## src/rtl/adder_issue_pkg.sv

```systemverilog
// Shared types and defaults for the adiabatic-adder issue/capture sequencer.
package adder_issue_pkg;

    localparam int DEFAULT_WIDTH          = 16;
    localparam int DEFAULT_TIMEOUT_CYCLES = 1024;

    typedef enum logic [1:0] {
        IDLE = 2'd0,
        ARM  = 2'd1,
        EVAL = 2'd2,
        RESP = 2'd3
    } issue_state_t;

endpackage

```

## src/rtl/adder_issue_ctrl_rise_detect.sv

```systemverilog
// Bennett-boundary detector: registers instFlag and flags its rising edge.
module rise_detect (
    input  logic clk,
    input  logic reset,
    input  logic d,
    output logic rise
);

    logic flag_q;

    always_ff @(posedge clk or negedge reset) begin
        if (!reset) begin
            flag_q <= 1'b0;
        end else begin
            flag_q <= d;
        end
    end

    assign rise = d & ~flag_q;

endmodule

```

## src/rtl/adder_issue_ctrl.sv

```systemverilog
// Issues operands to the adiabatic adder on Bennett boundaries and captures the result one sweep later.
// Optional build macro ADDER_ISSUE_CHECK_EN adds a sticky mismatch_err self-check of the adder output.
module adder_issue_ctrl
    import adder_issue_pkg::*;
#(
    parameter int WIDTH          = DEFAULT_WIDTH,
    parameter int TIMEOUT_CYCLES = DEFAULT_TIMEOUT_CYCLES
) (
    input  logic             clk,
    input  logic             reset,
    input  logic             instFlag,
    input  logic             in_valid,
    output logic             in_ready,
    input  logic [WIDTH-1:0] in_a,
    input  logic [WIDTH-1:0] in_b,
    input  logic             in_cin,
    output logic [WIDTH-1:0] add_a,
    output logic [WIDTH-1:0] add_b,
    output logic             add_cin,
    input  logic [WIDTH-1:0] add_sum,
    input  logic             add_cout,
    output logic             res_valid,
    input  logic             res_ready,
    output logic [WIDTH-1:0] res_sum,
    output logic             res_cout,
`ifdef ADDER_ISSUE_CHECK_EN
    output logic             mismatch_err,
`endif
    output logic             timeout_err
);

    localparam int                CNT_W     = $clog2(TIMEOUT_CYCLES + 1);
    localparam logic [CNT_W-1:0]  CNT_LIMIT = CNT_W'(TIMEOUT_CYCLES);

    issue_state_t     state_reg, state_next;
    logic [CNT_W-1:0] cnt_reg, cnt_next;

    logic [WIDTH-1:0] hold_a_reg, hold_b_reg;
    logic             hold_cin_reg;
    logic [WIDTH-1:0] add_a_reg, add_b_reg;
    logic             add_cin_reg;
    logic [WIDTH-1:0] res_sum_reg;
    logic             res_cout_reg;
    logic             res_valid_reg;
    logic             timeout_err_reg;

    logic rise;
    logic at_limit;
    logic accept, load, capture, expire, drain;

    rise_detect u_rise_detect (
        .clk   (clk),
        .reset (reset),
        .d     (instFlag),
        .rise  (rise)
    );

    assign at_limit = (cnt_reg == CNT_LIMIT);

    always_ff @(posedge clk or negedge reset) begin
        if (!reset) begin
            state_reg <= IDLE;
        end else begin
            state_reg <= state_next;
        end
    end

    // A late boundary loses to the timeout so a stalled sweep is never half-reported.
    always_comb begin
        state_next = state_reg;
        case (state_reg)
            IDLE: if (in_valid) state_next = ARM;
            ARM: begin
                if (at_limit)  state_next = IDLE;
                else if (rise) state_next = EVAL;
            end
            EVAL: begin
                if (at_limit)  state_next = IDLE;
                else if (rise) state_next = RESP;
            end
            RESP: if (res_ready) state_next = IDLE;
            default: state_next = IDLE;
        endcase
    end

    always_comb begin
        in_ready = 1'b0;
        accept   = 1'b0;
        load     = 1'b0;
        capture  = 1'b0;
        expire   = 1'b0;
        drain    = 1'b0;
        cnt_next = '0;
        case (state_reg)
            IDLE: begin
                in_ready = 1'b1;
                accept   = in_valid;
            end
            ARM: begin
                if (at_limit)  expire   = 1'b1;
                else if (rise) load     = 1'b1;
                else           cnt_next = cnt_reg + 1'b1;
            end
            EVAL: begin
                if (at_limit)  expire   = 1'b1;
                else if (rise) capture  = 1'b1;
                else           cnt_next = cnt_reg + 1'b1;
            end
            RESP: drain = res_ready;
            default: ;
        endcase
    end

    // Adder inputs move only on the ARM boundary so the sweep sees static operands.
    always_ff @(posedge clk or negedge reset) begin
        if (!reset) begin
            cnt_reg         <= '0;
            hold_a_reg      <= '0;
            hold_b_reg      <= '0;
            hold_cin_reg    <= 1'b0;
            add_a_reg       <= '0;
            add_b_reg       <= '0;
            add_cin_reg     <= 1'b0;
            res_sum_reg     <= '0;
            res_cout_reg    <= 1'b0;
            res_valid_reg   <= 1'b0;
            timeout_err_reg <= 1'b0;
        end else begin
            cnt_reg <= cnt_next;
            if (accept) begin
                hold_a_reg   <= in_a;
                hold_b_reg   <= in_b;
                hold_cin_reg <= in_cin;
            end
            if (load) begin
                add_a_reg   <= hold_a_reg;
                add_b_reg   <= hold_b_reg;
                add_cin_reg <= hold_cin_reg;
            end
            if (capture) begin
                res_sum_reg  <= add_sum;
                res_cout_reg <= add_cout;
            end
            if (capture) begin
                res_valid_reg <= 1'b1;
            end else if (drain) begin
                res_valid_reg <= 1'b0;
            end
            if (expire) begin
                timeout_err_reg <= 1'b1;
            end
        end
    end

`ifdef ADDER_ISSUE_CHECK_EN
    logic [WIDTH:0] ref_sum;
    logic           mismatch_err_reg;

    assign ref_sum = {1'b0, add_a_reg} + {1'b0, add_b_reg} + {{WIDTH{1'b0}}, add_cin_reg};

    always_ff @(posedge clk or negedge reset) begin
        if (!reset) begin
            mismatch_err_reg <= 1'b0;
        end else if (capture && ({add_cout, add_sum} != ref_sum)) begin
            mismatch_err_reg <= 1'b1;
        end
    end

    assign mismatch_err = mismatch_err_reg;
`endif

    assign add_a       = add_a_reg;
    assign add_b       = add_b_reg;
    assign add_cin     = add_cin_reg;
    assign res_valid   = res_valid_reg;
    assign res_sum     = res_sum_reg;
    assign res_cout    = res_cout_reg;
    assign timeout_err = timeout_err_reg;

endmodule

```

## config.mk

```make
export PLATFORM = sky130hd
export DESIGN_NAME = adder_issue_ctrl
export DESIGN_NICKNAME = d
export VERILOG_FILES = /design/src/rtl/adder_issue_pkg.sv /design/src/rtl/adder_issue_ctrl_rise_detect.sv /design/src/rtl/adder_issue_ctrl.sv
export SDC_FILE = /design/constraint.sdc
export NUM_CORES = 1
export LEC_CHECK = 0
export ABC_CLOCK_PERIOD_IN_PS = 2500
export BUFFER_PORTS_ARGS = -buffer_cell sky130_fd_sc_hd__buf_2
export CAP_MARGIN = 10
export CORE_MARGIN = 4
export CORE_UTILIZATION = 40
export CTS_BUF_LIST = sky130_fd_sc_hd__clkbuf_4
export DETAILED_ROUTE_END_ITERATION = 10
export MAX_ROUTING_LAYER = met4
export PLACE_DENSITY_LB_ADDON = 0.08
export SKIP_LAST_GASP = 1
export SLEW_MARGIN = 20
export SYNTH_ARGS = -nofsm -noshare
export SYNTH_HDL_FRONTEND = slang
export SYNTH_SLANG_ARGS = --single-unit
export TNS_END_PERCENT = 5
```

## constraint.sdc

```tcl
create_clock -name clk -period 2.5 [get_ports clk]
set_input_delay 0.125 -clock clk [delete_from_list [all_inputs] [get_ports clk]]
set_output_delay 0.125 -clock clk [all_outputs]
set_load 0.005 [all_outputs]
```

==> metrics.md <==
| Metric | Value |
|---|---|
| HP Class | `input pin to flip-flop` |
| DP HPWL | `5300 um` |
| Synth Instances | `257` |
| Crit path time final | `approximately 2.1 ns` |
| Share of cells above drive strength 1 | `0.477` |
| Max_slew headroom | `0.664` |
| Antenna Diode Count | `0` |
| Avg Cell Area, Syn | `between 15 and 20 sq um` |
| Maxcap violations | `0` |
| Slowest-stage cell, CP | `dfrtp_1` |
| Initial Utilization | `0.416` |
| Setup Buffers After CTS | `0` |
| DRT Pass-1 Iters | `4` |
| Iter 0 DRT Violations | `56` |
| Ys flop type | `dfrtp_1` |
| Die span in y | `109 um` |
| Fin crit share | `0.847` |
| Clock transition at path regs | `0.15 ns` |
| H-tree levels | `3` |
| Peak supply drop | `around 530 uV` |
| Row cnt | `36` |
| Die width | `109 um` |
| Grt total ovfl | `0` |
| First-pass GRT wire length | `13,700 um` |
| Via count of the first global-routing pass | `2,742` |
| Register area share after synthesis | `0.603` |
| # clock sinks | `99` |
| Fmax | `472 MHz` |
| Final setup viols | `0` |
| Pre-CTS setup slack | `0.158 ns` |
| Fill cells | `around 850` |
| Clock buffer depth | `2` |
| Main combinational cell family by area after synthesis | `multiplexers` |
| Compound-cell area share of the yosys netlist | `0.0125` |
| Critical Path Max Stage Delay | `0.47 ns` |
| YS warnings | `0` |
| Synth area leaders | `dfrtp_1, mux2_4, mux2_2` |
| Yosys reg bits | `99` |
| Clk root buf | `clkbuf_4` |
| Synth Net Count | `319` |
| Via density per instance | `between 4 and 5` |
| Worst path required time | `2.82 ns` |
| Number of antenna violations at the first check in global routing | `0` |
| WL/cell | `14.5 um` |
| Area of the die | `12,000 sq um` |
| GRT Total Usage | `0.152` |
| Final Net Count | `485` |
| CP arrival | `2.44 ns` |
| Post-Synth XOR/XNOR Area | `0.0192` |
| Commonest non-fill, non-tap cell in the layout | `buf_2` |
| Async S/R FF share, synth | `1.00` |
| Simple-Gate Fraction of Synth Area | `0.0551` |
| Adder-cell share of the synthesized area | `0.0213` |
| Yosys cell types | `27` |
| Final worst slack | `approximately 0.38 ns` |
| Post-synth top area share | `0.603` |
| CP cell instances | `inv_1, ha_1, nor4b_4, nand4b_4, and3_2, buf_4, mux2_1` |
| CP Launch Type | `flip-flop` |
| Sum Neg Setup Slack | `0 ns` |
| Hold Fails Final Rpt | `0` |
| Port bufs | `107` |
| Cell Area, Synth | `4110 sq um` |
| Worst Path Max Fanout | `21` |
| DRC viols | `0` |
| Post-route ant nets | `0` |
| Multi-input logic area | `between 1500 and 2000 sq um` |
| Setup crit end kind | `flip-flop` |
| Post-synth top area cell | `dfrtp_1` |
| Status | `finished clean` |
| Count of flip-flops with a built-in enable after synthesis | `0` |
| CTS tree | `yes` |
| Fin Hold WS | `roughly 0.11 ns` |
| Num ports | `108` |
| Clk_lat worst skew | `0.44 ns` |
| Placer Congestion | `0.759` |
| Worst Setup Path Type | `flip-flop to flip-flop` |
| CORE AREA | `9860 sq um` |
| Pleak | `2.68 nW` |
| Final WL | `8150 um` |
| TritonCTS Buffers | `9` |
| Vias | `2,573` |
| Layout overhead on the synthesized area | `33.4%` |
| Worst-Margin Slew | `0.505 ns` |
| Most frequent cells in the layout | `buf_2, dfrtp_1, dlygate4sd3_1, mux2_4, mux2_2` |
| RSZ-0062 raised after global routing | `no` |
| Seq. cell area | `approximately 2500 sq um` |
| Power density cells | `1040 nW/um^2` |
| Power Total | `5.69 mW` |
| Clock Skew | `0.0198 ns` |
| Final slew viol count | `0` |
| Post-synthesis mux area share | `0.263` |
| Maximum number of pins on one net before global-route repair | `62` |
## synth_stat cells (2+ instances only)
library cell / instances
a21o_1: 2
and3_1: 4
buf_1: 3
buf_6: 6
dfrtp_1: 99
ha_1: 7
inv_1: 7
mux2_1: 11
mux2_2: 33
mux2_4: 39
nand2_1: 4
nand3_1: 3
nand4_1: 4
nor2_1: 14
nor3_1: 2
xnor2_1: 2
xor2_1: 7
## through the flow
stage,area [sq um],util,instances
detailed placement,4780,0.484,492
global placement,4780,0.484,492
global route,5480,0.556,561
CTS,5480,0.555,561
floorplan,4110,-,257
finish,5480,0.556,561
## final timing paths
path,startpoint,end,slack (ns),depth (start not counted)
worst max register to register,cnt_reg[0]$_DFF_PN0_,add_b[15]$_DFFE_PN0P_,0.38,7
worst max-delay path,cnt_reg[0]$_DFF_PN0_,add_b[15]$_DFFE_PN0P_,0.38,7
worst min-delay path,in_valid,state_reg[0]$_DFFE_PN0P_,0.11,4
worst min register to register,res_valid$_DFFE_PN0P_,res_valid$_DFFE_PN0P_,0.49,1
min in group asynchronous,reset,res_cout$_DFFE_PN0P_,0.17,2
max in group asynchronous,reset,hold_b_reg[9]$_DFFE_PN0P_,1.63,3
## worst max-delay path, delay by kind of cell (launching register included)
| family | cells | cell delay [ns] |
|---|---|---|
| mux | 1 | 0.35 |
| simple gates | 3 | 0.68 |
| buf+inv | 2 | 0.37 |
| flops | 1 | 0.47 |
| fa+ha+maj | 1 | 0.14 |
## area by class of cell
| class | instances | share of cell area |
|---|---|---|
| flip-flops and latches | 99 | 0.452 |
| multi-input cells | 142 | 0.279 |
| repair buffers | 164 | 0.203 |
| well taps | 133 | 0.0304 |
| clock inverters | 6 | 0.0176 |
| clock buffers | 10 | 0.0137 |
| inverters | 7 | 0.00479 |
## cell families after synthesis
| logic type | count (synthesis) |
|---|---|
| flip-flops | 99 |
| AO/OA/AOI/OAI | 7 |
| XOR/XNOR | 9 |
| buffers and inverters | 16 |
| multiplexers | 83 |
| adder cells (fa/ha/maj) | 7 |
| AND/OR/NAND/NOR | 36 |
## routing by layer
metal,global-route usage,part of all wire
met1,0.197,0.44
met2,0.236,0.49
met3,0.0388,0.049
met4,0.0499,0.018
met5,-,0
## where the power goes
part	internal, mW	switching [mW]
Clock	0.430	0.538
Sequential	2.31	0.381
Combinational	1.29	0.736
## what timing repair did
action,CTS,global route
setup endpoints to repair,0,16
hold buffers,53,0
hold endpoints to repair,90,0
gates resized for setup,0,1
(Power assumes the default switching activity.)
